<file path="src/rtl/load_store_unit.sv">
// Sub-word load/store controller: turns byte/half/word requests into word-wide
// memory accesses (read-modify-write for SB/SH), big-endian lane ordering.
module load_store_unit #(
   parameter bit          ALIGN_CHECK    = 1'b1,
   parameter logic [31:0] RESET_LOADDATA = 32'h0
) (
   input  logic        clock,
   input  logic        reset,
   input  logic        req,
   input  logic        isStore,
   input  logic [2:0]  funct,
   input  logic [31:0] address,
   input  logic [31:0] storeData,
   output logic        busy,
   output logic        done,
   output logic        error,
   output logic [31:0] loadData,
   output logic [31:0] memAddress,
   output logic [31:0] memWriteData,
   output logic        memRead,
   output logic        memWrite,
   input  logic [31:0] memReadData
);

   typedef enum logic [1:0] {IDLE, ACCESS, WAIT_DATA, RESP} state_t;

   state_t      state, nextState;
   logic        latStore;
   logic [2:0]  latFunct;
   logic [31:0] latAddr;
   logic [31:0] latData;
   logic        errFlag;

   logic        legalFunct, storeBad, misaligned, illegal;
   logic [4:0]  byteShift, halfShift;
   logic [7:0]  byteLane;
   logic [15:0] halfLane;
   logic [31:0] extended;
   logic [31:0] mergedWord;

   // Request legality is judged on the live inputs in the accept cycle.
   assign legalFunct = funct inside {3'b000, 3'b001, 3'b011, 3'b100, 3'b101};
   assign storeBad   = isStore && funct[2];
   assign misaligned = ALIGN_CHECK &&
                       ((funct[1:0] == 2'b01 && address[0]) ||
                        (funct == 3'b011 && address[1:0] != 2'b00));
   assign illegal    = !legalFunct || storeBad || misaligned;

   // Big-endian: byte offset 0 is the most significant lane.
   assign byteShift = {~latAddr[1:0], 3'b000};
   assign halfShift = {~latAddr[1], 4'b0000};
   assign byteLane  = 8'(memReadData >> byteShift);
   assign halfLane  = 16'(memReadData >> halfShift);

   always_comb begin
      extended = memReadData;
      case (latFunct)
         3'b000:  extended = {{24{byteLane[7]}}, byteLane};
         3'b100:  extended = {24'h0, byteLane};
         3'b001:  extended = {{16{halfLane[15]}}, halfLane};
         3'b101:  extended = {16'h0, halfLane};
         default: extended = memReadData;
      endcase
   end

   always_comb begin
      if (latFunct == 3'b001)
         mergedWord = (memReadData & ~(32'h0000FFFF << halfShift)) |
                      ({16'h0, latData[15:0]} << halfShift);
      else
         mergedWord = (memReadData & ~(32'h000000FF << byteShift)) |
                      ({24'h0, latData[7:0]} << byteShift);
   end

   // State register plus the request latch and registered load result.
   always_ff @(posedge clock) begin
      if (reset) begin
         state    <= IDLE;
         latStore <= 1'b0;
         latFunct <= 3'b000;
         latAddr  <= 32'h0;
         latData  <= 32'h0;
         errFlag  <= 1'b0;
         loadData <= RESET_LOADDATA;
      end else begin
         state <= nextState;
         if (state == IDLE && req) begin
            latStore <= isStore;
            latFunct <= funct;
            latAddr  <= address;
            latData  <= storeData;
            errFlag  <= illegal;
         end
         if (state == WAIT_DATA && !latStore)
            loadData <= extended;
      end
   end

   // Next state and memory strobes; reset kills any strobe immediately.
   always_comb begin
      nextState    = state;
      memRead      = 1'b0;
      memWrite     = 1'b0;
      memWriteData = latData;
      case (state)
         IDLE: begin
            if (req)
               nextState = illegal ? RESP : ACCESS;
         end
         ACCESS: begin
            if (latStore && latFunct == 3'b011) begin
               memWrite  = 1'b1;
               nextState = RESP;
            end else begin
               memRead   = 1'b1;
               nextState = WAIT_DATA;
            end
         end
         WAIT_DATA: begin
            if (latStore) begin
               memWrite     = 1'b1;
               memWriteData = mergedWord;
            end
            nextState = RESP;
         end
         RESP: nextState = IDLE;
         default: nextState = IDLE;
      endcase
      if (reset) begin
         memRead  = 1'b0;
         memWrite = 1'b0;
      end
   end

   assign busy       = (state != IDLE);
   assign done       = (state == RESP);
   assign error      = done && errFlag;
   assign memAddress = {latAddr[31:2], 2'b00};

endmodule

</file>
<file path="config.mk">
export PLATFORM = sky130hd
export DESIGN_NAME = load_store_unit
export DESIGN_NICKNAME = d
export VERILOG_FILES = /design/src/rtl/load_store_unit.sv
export SDC_FILE = /design/constraint.sdc
export NUM_CORES = 1
export LEC_CHECK = 0
export BUFFER_PORTS_ARGS = -buffer_cell sky130_fd_sc_hd__buf_2
export CORE_ASPECT_RATIO = 1.1
export CORE_MARGIN = 4
export CORE_UTILIZATION = 50
export CTS_CLUSTER_DIAMETER = 80
export DETAILED_ROUTE_END_ITERATION = 8
export GPL_ROUTABILITY_DRIVEN = 0
export PLACE_DENSITY = 0.9
export SYNTH_ARGS = -nofsm -noshare
export SYNTH_HDL_FRONTEND = slang
export SYNTH_SLANG_ARGS = --single-unit
export TNS_END_PERCENT = 50
</file>
<file path="constraint.sdc">
create_clock -name clock -period 3.65 [get_ports clock]
set_input_delay 0.1825 -clock clock [delete_from_list [all_inputs] [get_ports clock]]
set_output_delay 0.1825 -clock clock [all_outputs]
set_load 0.005 [all_outputs]
</file>
==> results by group <==
Flow run
  – Max-cap viol count: 0

Timing
  – Max-slew headroom: a little over two fifths
  – Final Cycle Share: slightly below 80%
  – Worst-margin pin slew: roughly 0.86 ns
  – Hold Violations, Final: 0
  – Clock period minus worst slack: between 2 and 3 ns
  – Fin Setup TNS: 0 ns
  – Fin. max-slew vios: 0
  – RSZ-0062 raised after global routing: no
  – Fmax: between 300 and 400 MHz
  – Clock skew: 0.009833 ns
  – Final setup viols: 0

Logic synthesis
  – Number of synthesized flops with an enable pin: 0
  – Post-synthesis simple-gate area fraction: 22.21%
  – Synth Area per Inst: roughly 7.5 µm²
  – Register area share after synthesis: between 30% and 40%
  – Synth Instances: 689
  – Yosys warns: 0
  – Synth top cells by count: 172 x nand2_1, 103 x dfxtp_1, 102 x a21oi_1
  – Post-Synth XOR/XNOR Area: 0%
  – Mapped cell area: roughly 5200 µm²
  – Seq cells post-synth: around 100
  – Yosys cell types: 45
  – Area leader, netlist: dfxtp_1
  – Multiplexer share of the synthesized area: 2.312%
  – Synth Area in Compound Gates: approximately a quarter
  – Synth area leaders: dfxtp_1 40%, nand2_1 12%, a21oi_1 9.8%, buf_4 4.8%, nor2_1 4.6%
  – Post-synth top flop: dfxtp_1
  – Ys async rst share: 0%
  – Top cell type's share of synthesized area: 39.69%
  – Main combinational cell family by area after synthesis: compound AO/OA/AOI/OAI gates
  – Count leader, synth: nand2_1
  – Post-Synth Adder-Cell Area: under 10%

Global route
  – Total track usage: between 20% and 30%
  – Initial antenna violation count: 1
  – Largest net degree at the start of global routing: 68
  – GRT overflow: 0
  – First-pass GRT wire length: 25060 µm
  – Number of global-route vias before repair: just under 5k

Worst setup path
  – Worst-path fanout max: 23
  – R2r setup slk: around 1.5 ns
  – Worst path most repeated cell: nor2_1
  – Critical path class: flip-flop to output pin
  – Crit-path slowest cell: nor3b_1
  – Crit. End Element: output pin
  – Crit path largest cell delay: between 0.7 and 0.8 ns
  – Worst Path Required: 3.47 ns
  – Crit path cell chain: nor3b_1 -> a21oi_1 -> nor2_1 -> nor2_1 -> buf_2
  – CP Data Arrival Time: 2.69 ns
  – Crit path launch type: flip-flop

Drt
  – Post-DRT Antenna Nets: 0
  – Total vias in the final route: roughly 5.4k
  – Vias/cell: around 5.7
  – DR pass1 iterations: 6
  – Routed len/inst: between 15 and 20 µm
  – DRC: 0
  – Total wire length: ~16000 µm
  – Drt initial violations: 464

Placed design
  – Post-DP Area: slightly below 6000 µm²
  – Port bufs: roughly 200
  – HPWL Detailed: roughly 12000 µm

Clocking
  – Post-cts resize count: 0
  – TritonCTS clock tree: built
  – Root Buffer Master: clkbuf_8
  – Clk sinks: about 100
  – Num CTS Buffers: 9
  – Worst-path clk slew: 0.10 ns
  – Post-CTS Hold Buffers: 0
  – H-Tree Depth: 3
  – Clk buf depth: 2
  – Clk Latency, worst-skew pair: around 0.36 ns
  – Post-CTS Setup Bufs: 0

Floorplan
  – IO Count: a little over 200
  – Die height: around 110 µm
  – Die ar.: 12090 µm²
  – Initial Utilization: between 50% and 60%
  – FP Rows: 38
  – Chip width: ~110 µm
  – Core ar.: 9985 µm²

Pwr
  – P_leak: ~2.8 nW
  – Tot Pwr: between 4 and 5 mW
  – Power Dens Cells: 654.3 nW/µm²
  – Peak supply drop: a little under 0.3 mV

Hold path
  – Worst Hold Class: primary input to flip-flop

Finish
  – Final instance area: roughly 6100 µm²
  – Area Overhead vs Synth: 18.35%
  – Layout cells sized above 1: 29.79%
  – Layout Nets: ~930
  – Filler cells: about 920

Outcome
  – Status: finished, final reports clean
[report_power, final]
group / switching [mW] / internal (mW) / total (mW)
clock: 0.379 / 0.379 / 0.758
sequential: 0.196 / 1.41 / 1.61
combinational: 0.979 / 0.681 / 1.66
total: 1.55 / 2.47 / 4.02
[layout make-up]
cell class,count,area (µm²),area share [%]
Antenna cell,1,2.502,0.04070
Clock buffer,10,127.6,2.076
Clock inverter,4,72.57,1.180
Inverter,13,48.80,0.7937
Multi-Input combinational cell,492,2631,42.80
Sequential cell,103,2062,33.54
Tap cell,120,150.1,2.442
Timing Repair Buffer,207,1054,17.13
[worst max-delay path, delay by kind of cell (launching register included)]
| family | cells | cell delay, ns |
|---|---|---|
| flip-flops | 1 | 0.71 |
| AND/OR/NAND/NOR | 3 | 1.07 |
| AO/OA/AOI/OAI | 1 | 0.42 |
| buffers and inverters | 1 | 0.14 |
[registers in the layout (all words and copies together), names as in the netlist]
name      count
latStore      1
latAddr      32
latFunct      3
errFlag       1
loadData     32
state         2
latData      32
[cells by family after synthesis]
family	after synthesis
fa+ha+maj	5
other cells	1
mux	11
simple gates	277
compound gates	197
buf+inv	95
flops	103
[layout by cell type, fill, tap and decap left out, drive strengths merged, types with 2 or more instances in the layout]
| cell | synthesis | layout |
|---|---|---|
| a21oi | 106 | 106 |
| conb | 1 | 2 |
| clkbuf | 33 | 10 |
| and2 | 17 | 17 |
| mux2i | 3 | 3 |
| or2 | 2 | 2 |
| o21ai | 11 | 11 |
| o22ai | 17 | 17 |
| or3 | 10 | 10 |
| inv | 13 | 13 |
| bufinv | 0 | 2 |
| a222oi | 7 | 7 |
| a32o | 7 | 7 |
| nor2 | 64 | 64 |
| dfxtp | 103 | 103 |
| nand2b | 7 | 7 |
| nand2 | 172 | 172 |
| ha | 5 | 5 |
| a211oi | 31 | 31 |
| mux2 | 8 | 8 |
| o211ai | 8 | 8 |
| a22o | 2 | 2 |
| nor2b | 2 | 2 |
| buf | 49 | 207 |
| a311oi | 4 | 4 |
[worst paths after layout]
check,from,to,depth (start not counted)
hold reg to reg,latAddr[29]$_SDFFE_PP0P_,latAddr[29]$_SDFFE_PP0P_,2
hold / removal,address[2],latAddr[2]$_SDFFE_PP0P_,3
setup / recovery,latFunct[0]$_SDFFE_PP0P_,memWriteData[13],5
setup reg to reg,latAddr[1]$_SDFFE_PP0P_,loadData[31]$_SDFFE_PP0P_,5
[stage by stage]
step | util, % | std cells | hold slack [ns] | worst slack (ns)
2_1_floorplan | - | 690 | 0.3185 | 2.011
3_3_place_gp | 59.55 | 935 | 0.4224 | 1.321
3_5_place_dp | 59.55 | 935 | 0.4291 | 1.250
4_1_cts | 61.55 | 949 | 0.03711 | 0.8390
5_1_grt | 61.58 | 950 | 0.02883 | 0.5231
6_report | 61.58 | 950 | 0.04802 | 0.7749
[layer usage]
layer / track usage [%] / wire length (µm) / vias up
met3: 5.334 / 1622 / 48
met5: 0 / 0 / -
met1: 33.54 / 6168 / 2418
li1: - / - / 2587
met2: 41.50 / 7474 / 321
met4: 10.32 / 565 / 0
Power figures use the tool's default switching activity.
